$ cat src/rtl/haar_lift_forward.sv
// Forward 1-D Haar lifting transform.
// Pairs a serial stream of signed samples (even, odd) and produces one
// detail coefficient d = odd - even and one approximation coefficient
// a = even + floor(d/2) per pair, each saturated to WIDTH bits.
//
// state      | meaning
// -----------+---------------------------------------------------------
// S_IDLE     | start low, input ignored; arms on the next start-high edge
// S_WAIT_EVEN| waiting for the even (first) sample of a pair
// S_WAIT_ODD | even sample held, waiting for the odd (second) sample
module haar_lift_forward #(
    parameter int WIDTH   = 16,
    parameter int ROW_LEN = 64
) (
    input  logic             clk,
    input  logic             reset,
    input  logic             start,
    input  logic             pix_valid,
    input  logic [WIDTH-1:0] pix_in,
    output logic [WIDTH-1:0] detail,
    output logic [WIDTH-1:0] approx,
    output logic             data_occur,
    output logic             row_done
);

    localparam int PAIRS = ROW_LEN / 2;
    localparam int CW    = (PAIRS > 1) ? $clog2(PAIRS) : 1;
    localparam logic [CW-1:0] LAST_PAIR = CW'(PAIRS - 1);

    typedef enum logic [1:0] {
        S_IDLE      = 2'd0,
        S_WAIT_EVEN = 2'd1,
        S_WAIT_ODD  = 2'd2
    } state_t;

    state_t state_q;
    state_t state_nxt;
    logic   accept_even;
    logic   accept_odd;

    logic [WIDTH-1:0] even_q;
    logic [CW-1:0]    pair_cnt;
    logic             pair_last;

    // Input pair register: the accepted even/odd samples, tagged with
    // whether this pair closes the row.
    logic             p0_vld;
    logic [WIDTH-1:0] p0_even;
    logic [WIDTH-1:0] p0_odd;
    logic             p0_last;

    // Stage 1: raw detail at WIDTH+1 bits and the matching even sample.
    logic             s1_vld;
    logic [WIDTH:0]   s1_d;
    logic [WIDTH-1:0] s1_even;
    logic             s1_last;

    logic signed [WIDTH:0] d_wide;
    logic signed [WIDTH:0] a_wide;

    // Clamp a WIDTH+1 bit signed value into WIDTH bits: overflow shows up
    // as the two top bits disagreeing, and the sign bit picks the rail.
    function automatic logic [WIDTH-1:0] sat(input logic [WIDTH:0] x);
        logic [WIDTH-1:0] r;
        if (x[WIDTH] != x[WIDTH-1]) begin
            r = x[WIDTH] ? {1'b1, {(WIDTH-1){1'b0}}} : {1'b0, {(WIDTH-1){1'b1}}};
        end else begin
            r = x[WIDTH-1:0];
        end
        return r;
    endfunction

    assign pair_last = (pair_cnt == LAST_PAIR);

    // State register.
    always_ff @(posedge clk or posedge reset) begin
        if (reset) begin
            state_q <= S_IDLE;
        end else begin
            state_q <= state_nxt;
        end
    end

    // Next-state and sample-accept decode; dropping start always returns
    // to IDLE, which discards any held even sample.
    always_comb begin
        state_nxt   = state_q;
        accept_even = 1'b0;
        accept_odd  = 1'b0;
        case (state_q)
            S_IDLE: begin
                if (start) begin
                    state_nxt = S_WAIT_EVEN;
                end
            end
            S_WAIT_EVEN: begin
                if (!start) begin
                    state_nxt = S_IDLE;
                end else if (pix_valid) begin
                    accept_even = 1'b1;
                    state_nxt   = S_WAIT_ODD;
                end
            end
            S_WAIT_ODD: begin
                if (!start) begin
                    state_nxt = S_IDLE;
                end else if (pix_valid) begin
                    accept_odd = 1'b1;
                    state_nxt  = S_WAIT_EVEN;
                end
            end
            default: begin
                state_nxt = S_IDLE;
            end
        endcase
    end

    // Hold the even sample until its odd partner arrives.
    always_ff @(posedge clk or posedge reset) begin
        if (reset) begin
            even_q <= '0;
        end else if (accept_even) begin
            even_q <= pix_in;
        end
    end

    // Pair index within the row; cleared whenever start drops.
    always_ff @(posedge clk or posedge reset) begin
        if (reset) begin
            pair_cnt <= '0;
        end else if (!start) begin
            pair_cnt <= '0;
        end else if (accept_odd) begin
            if (pair_last) begin
                pair_cnt <= '0;
            end else begin
                pair_cnt <= pair_cnt + CW'(1);
            end
        end
    end

    // Hand the completed pair to the arithmetic pipeline.
    always_ff @(posedge clk or posedge reset) begin
        if (reset) begin
            p0_vld  <= 1'b0;
            p0_even <= '0;
            p0_odd  <= '0;
            p0_last <= 1'b0;
        end else begin
            p0_vld <= accept_odd;
            if (accept_odd) begin
                p0_even <= even_q;
                p0_odd  <= pix_in;
                p0_last <= pair_last;
            end
        end
    end

    assign d_wide = $signed({p0_odd[WIDTH-1], p0_odd}) - $signed({p0_even[WIDTH-1], p0_even});

    // Stage 1: unsaturated detail, kept one bit wider so the update step
    // sees the true difference.
    always_ff @(posedge clk or posedge reset) begin
        if (reset) begin
            s1_vld  <= 1'b0;
            s1_d    <= '0;
            s1_even <= '0;
            s1_last <= 1'b0;
        end else begin
            s1_vld <= p0_vld;
            if (p0_vld) begin
                s1_d    <= d_wide;
                s1_even <= p0_even;
                s1_last <= p0_last;
            end
        end
    end

    // The sum cannot leave WIDTH+1 bits: |even| and |floor(d/2)| are both
    // bounded by 2^(WIDTH-1).
    assign a_wide = $signed({s1_even[WIDTH-1], s1_even}) + ($signed(s1_d) >>> 1);

    // Stage 2: saturate both coefficients and raise the strobes; the
    // coefficient registers hold between strobes.
    always_ff @(posedge clk or posedge reset) begin
        if (reset) begin
            detail     <= '0;
            approx     <= '0;
            data_occur <= 1'b0;
            row_done   <= 1'b0;
        end else begin
            data_occur <= s1_vld;
            row_done   <= s1_vld & s1_last;
            if (s1_vld) begin
                detail <= sat(s1_d);
                approx <= sat(a_wide);
            end
        end
    end

endmodule

$ cat config.mk
export PLATFORM = sky130hd
export DESIGN_NAME = haar_lift_forward
export DESIGN_NICKNAME = d
export VERILOG_FILES = /design/src/rtl/haar_lift_forward.sv
export SDC_FILE = /design/constraint.sdc
export NUM_CORES = 1
export LEC_CHECK = 0
export CELL_PAD_IN_SITES_DETAIL_PLACEMENT = 1
export CELL_PAD_IN_SITES_GLOBAL_PLACEMENT = 1
export CORE_MARGIN = 10
export CORE_UTILIZATION = 50
export CTS_CLUSTER_SIZE = 20
export DETAILED_ROUTE_END_ITERATION = 10
export DONT_BUFFER_PORTS = 1
export PLACE_DENSITY = 0.86
export SKIP_LAST_GASP = 1
export SYNTH_ARGS = -nofsm -noshare
export SYNTH_HDL_FRONTEND = slang
export SYNTH_SLANG_ARGS = --single-unit
$ cat constraint.sdc
create_clock -name clk -period 5 [get_ports clk]
set_clock_uncertainty 0.1 [all_clocks]
set_input_delay 0.25 -clock clk [delete_from_list [all_inputs] [get_ports clk]]
set_output_delay 0.25 -clock clk [all_outputs]
set_load 0.01 [all_outputs]
==> metrics <==
Total Die Area 0.01803 mm²; Antenna Nets Post-Route 0; HPWL after detailed placement 11470 µm; deepest clock path buffer count 2; Syn Nets 719; Netlist cell types 59; Area growth syn-to-layout 14.64%; Die Y 134.3 µm; Die W 134.3 µm; outcome finished clean; fmax 325.5 MHz; Synth async-reset ratio 1.000; per-cell routed wire length 19.65 µm; detailed-route wire length 16920 µm; Final min period 3.072 ns; Crit Path Max Fanout 12; initial antenna violation count 0; synthesized area 0.006529 mm²; pin count of the biggest net entering global routing 65; Post-CTS Resized 0; vias in the first global route 5332; share of cells above drive strength 1 0.1248; Post-synth EDFFs 0; Placed Instance Area 0.006675 mm²; fin nets 736; Final Max Slew Viols 0; FP Rows 41; total congestion overflow 0; port bufs 0; Tightest Hold Check Type input pin to flop; H-tree level count 4; startpoint types flop; Power Density 644.5 mW/mm²; Max VDD drop 247.8 µV; final hold slack 0.08117 ns; Final Hold Viols 0; DRC 0; CP endpoint kind flop; Fin Setup TNS 0 ns; commonest non-fill, non-tap cells in the layout 125 x dfrtp_1, 94 x nand2_1, 58 x inv_1; CTS root buf clkbuf_16; arrival time at the worst endpoint 3.29 ns; Vias/cell 5.656; first-pass GRT wire length 28270 µm; GRT Overall Usage 0.1943; total power 4.824 mW; Final setup viols 0; fill count 1408; RePlAce Congestion 0.8344; kind of critical path flop to flop; Rel. slew slack 0.2590; via count 4870; ANT cells 0; syn_area_per_cell 9.877 µm²; Reg clk slew, reported paths 0.06 ns; RSZ-0062 raised after global routing false; leading cell type in the layout, fill and taps excluded dfrtp_1; Final Cycle Share 0.6145; Inserted Clock Buffers 17; YS warnings 0; Final Instance Area 0.007485 mm²; worst slew pin tran 1.106 ns; Yosys reg bits 126; Syn Inst Count 661; num ports 54; hold-fix buffers at CTS 20; CTS tree done; Iter 0 DRT Violations 279; post-synthesis sequential area ratio 0.4829; max-cap violation count 0; CTS Sinks 126; core area 0.01272 mm²; initial cell density of the core 0.5132; Top FF cell, synth dfrtp_1; CP required 5.21 ns; leakage 3.463 nW; DRT Pass-1 Iters 6; setup bufs post-CTS 0; clk_lat worst skew 0.43 ns
-- per-layer routing --
layer,up-vias,global-route usage,routed length (µm)
li1,2303,-,-
met1,2444,0.2321,7354
met2,98,0.3244,8387
met3,25,0.05489,850
met4,0,0.07437,323
met5,-,0,0
-- critical path, cell delays in order (launching register included) --
cell and delay (ns):
dfrtp_1 0.38, ha_1 0.18, inv_1 0.06, fa_1 0.41, nor2b_1 0.19, o31a_1 0.21, o21ai_1 0.13, o41a_1 0.34
a21oi_2 0.45, nand3_1 0.30, o221ai_1 0.21
-- report_power, final --
| group | leakage [nW] | internal [mW] | switching, mW |
|---|---|---|---|
| logic | 1.58 | 0.781 | 1.11 |
| clock network | 0.298 | 0.842 | 0.435 |
| registers | 1.59 | 1.34 | 0.306 |
| total | 3.46 | 2.97 | 1.86 |
-- per-stage QoR --
step | setup slack [ns] | utilization | cells
finish | 1.928 | 0.5883 | 861
global route | 1.710 | 0.5883 | 861
CTS | 1.924 | 0.5883 | 861
detailed placement | 1.952 | 0.5247 | 811
global placement | 2.210 | 0.5247 | 811
floorplan | 1.294 | - | 661
-- flip-flops by register name, indices dropped and copies added (netlist names) --
signal / flops
s1_d: 17
approx: 16
detail: 16
even_q: 16
p0_even: 16
p0_odd: 16
s1_even: 16
pair_cnt: 5
state_q: 2
data_occur: 1
p0_last: 1
p0_vld: 1
row_done: 1
s1_last: 1
s1_vld: 1
-- synthesized netlist by cell type (3+ instances only) --
cell type	n	area (µm²)
a211oi_1	4	30.03
a21o_1	6	45.04
a21oi_1	29	145.1
a311oi_2	4	60.06
and3_1	5	31.28
buf_1	3	11.26
clkbuf_1	21	78.83
dfrtp_1	126	3153
ha_1	36	450.4
inv_1	59	221.5
mux2_2	38	427.9
nand2_1	94	352.8
nand2b_1	17	106.4
nand3_1	25	125.1
nand4_1	3	18.77
nand4b_1	3	26.28
nor2_1	30	112.6
nor2b_1	9	56.30
nor3_1	7	35.03
o21a_1	7	52.55
o21ai_0	56	280.3
o21bai_1	3	22.52
o221ai_1	5	43.79
o22ai_1	4	25.02
o31ai_1	3	22.52
or3_1	4	25.02
xnor2_1	13	113.9
xor2_1	7	61.31
-- cell type report --
type | count | area, µm² | share of cell area
sequential | 126 | 3154 | 0.4214
multi-input combinational | 450 | 3055 | 0.4082
clock buffer | 24 | 501.7 | 0.06703
inverter | 60 | 227.7 | 0.03042
timing repair buffer | 23 | 222.7 | 0.02976
tap | 172 | 215.2 | 0.02875
clock inverter | 6 | 107.6 | 0.01438
-- cell families (layout without fill, tap and decap cells) --
logic type,after synthesis,after routing,share of synthesized area
AO/OA/AOI/OAI,144,144,0.1428
XOR/XNOR,21,21,0.03105
adder cells (fa/ha/maj),39,39,0.07685
buffers and inverters,85,113,0.04906
flip-flops,126,126,0.4829
multiplexers,40,40,0.06937
AND/OR/NAND/NOR,206,206,0.1479
-- worst paths after layout --
check	cells past startpoint	start	slack, ns	to
setup / recovery	10	s1_d[1]	1.93	approx[7]
hold / removal	4	start	0.08	pair_cnt[2]
setup reg to reg	10	s1_d[1]	1.93	approx[7]
hold reg to reg	2	even_q[0]	0.38	p0_even[0]
max in group asynchronous	3	reset	3.16	p0_even[5]
min in group asynchronous	2	reset	0.35	p0_odd[0]
Power figures use the tool's default switching activity.
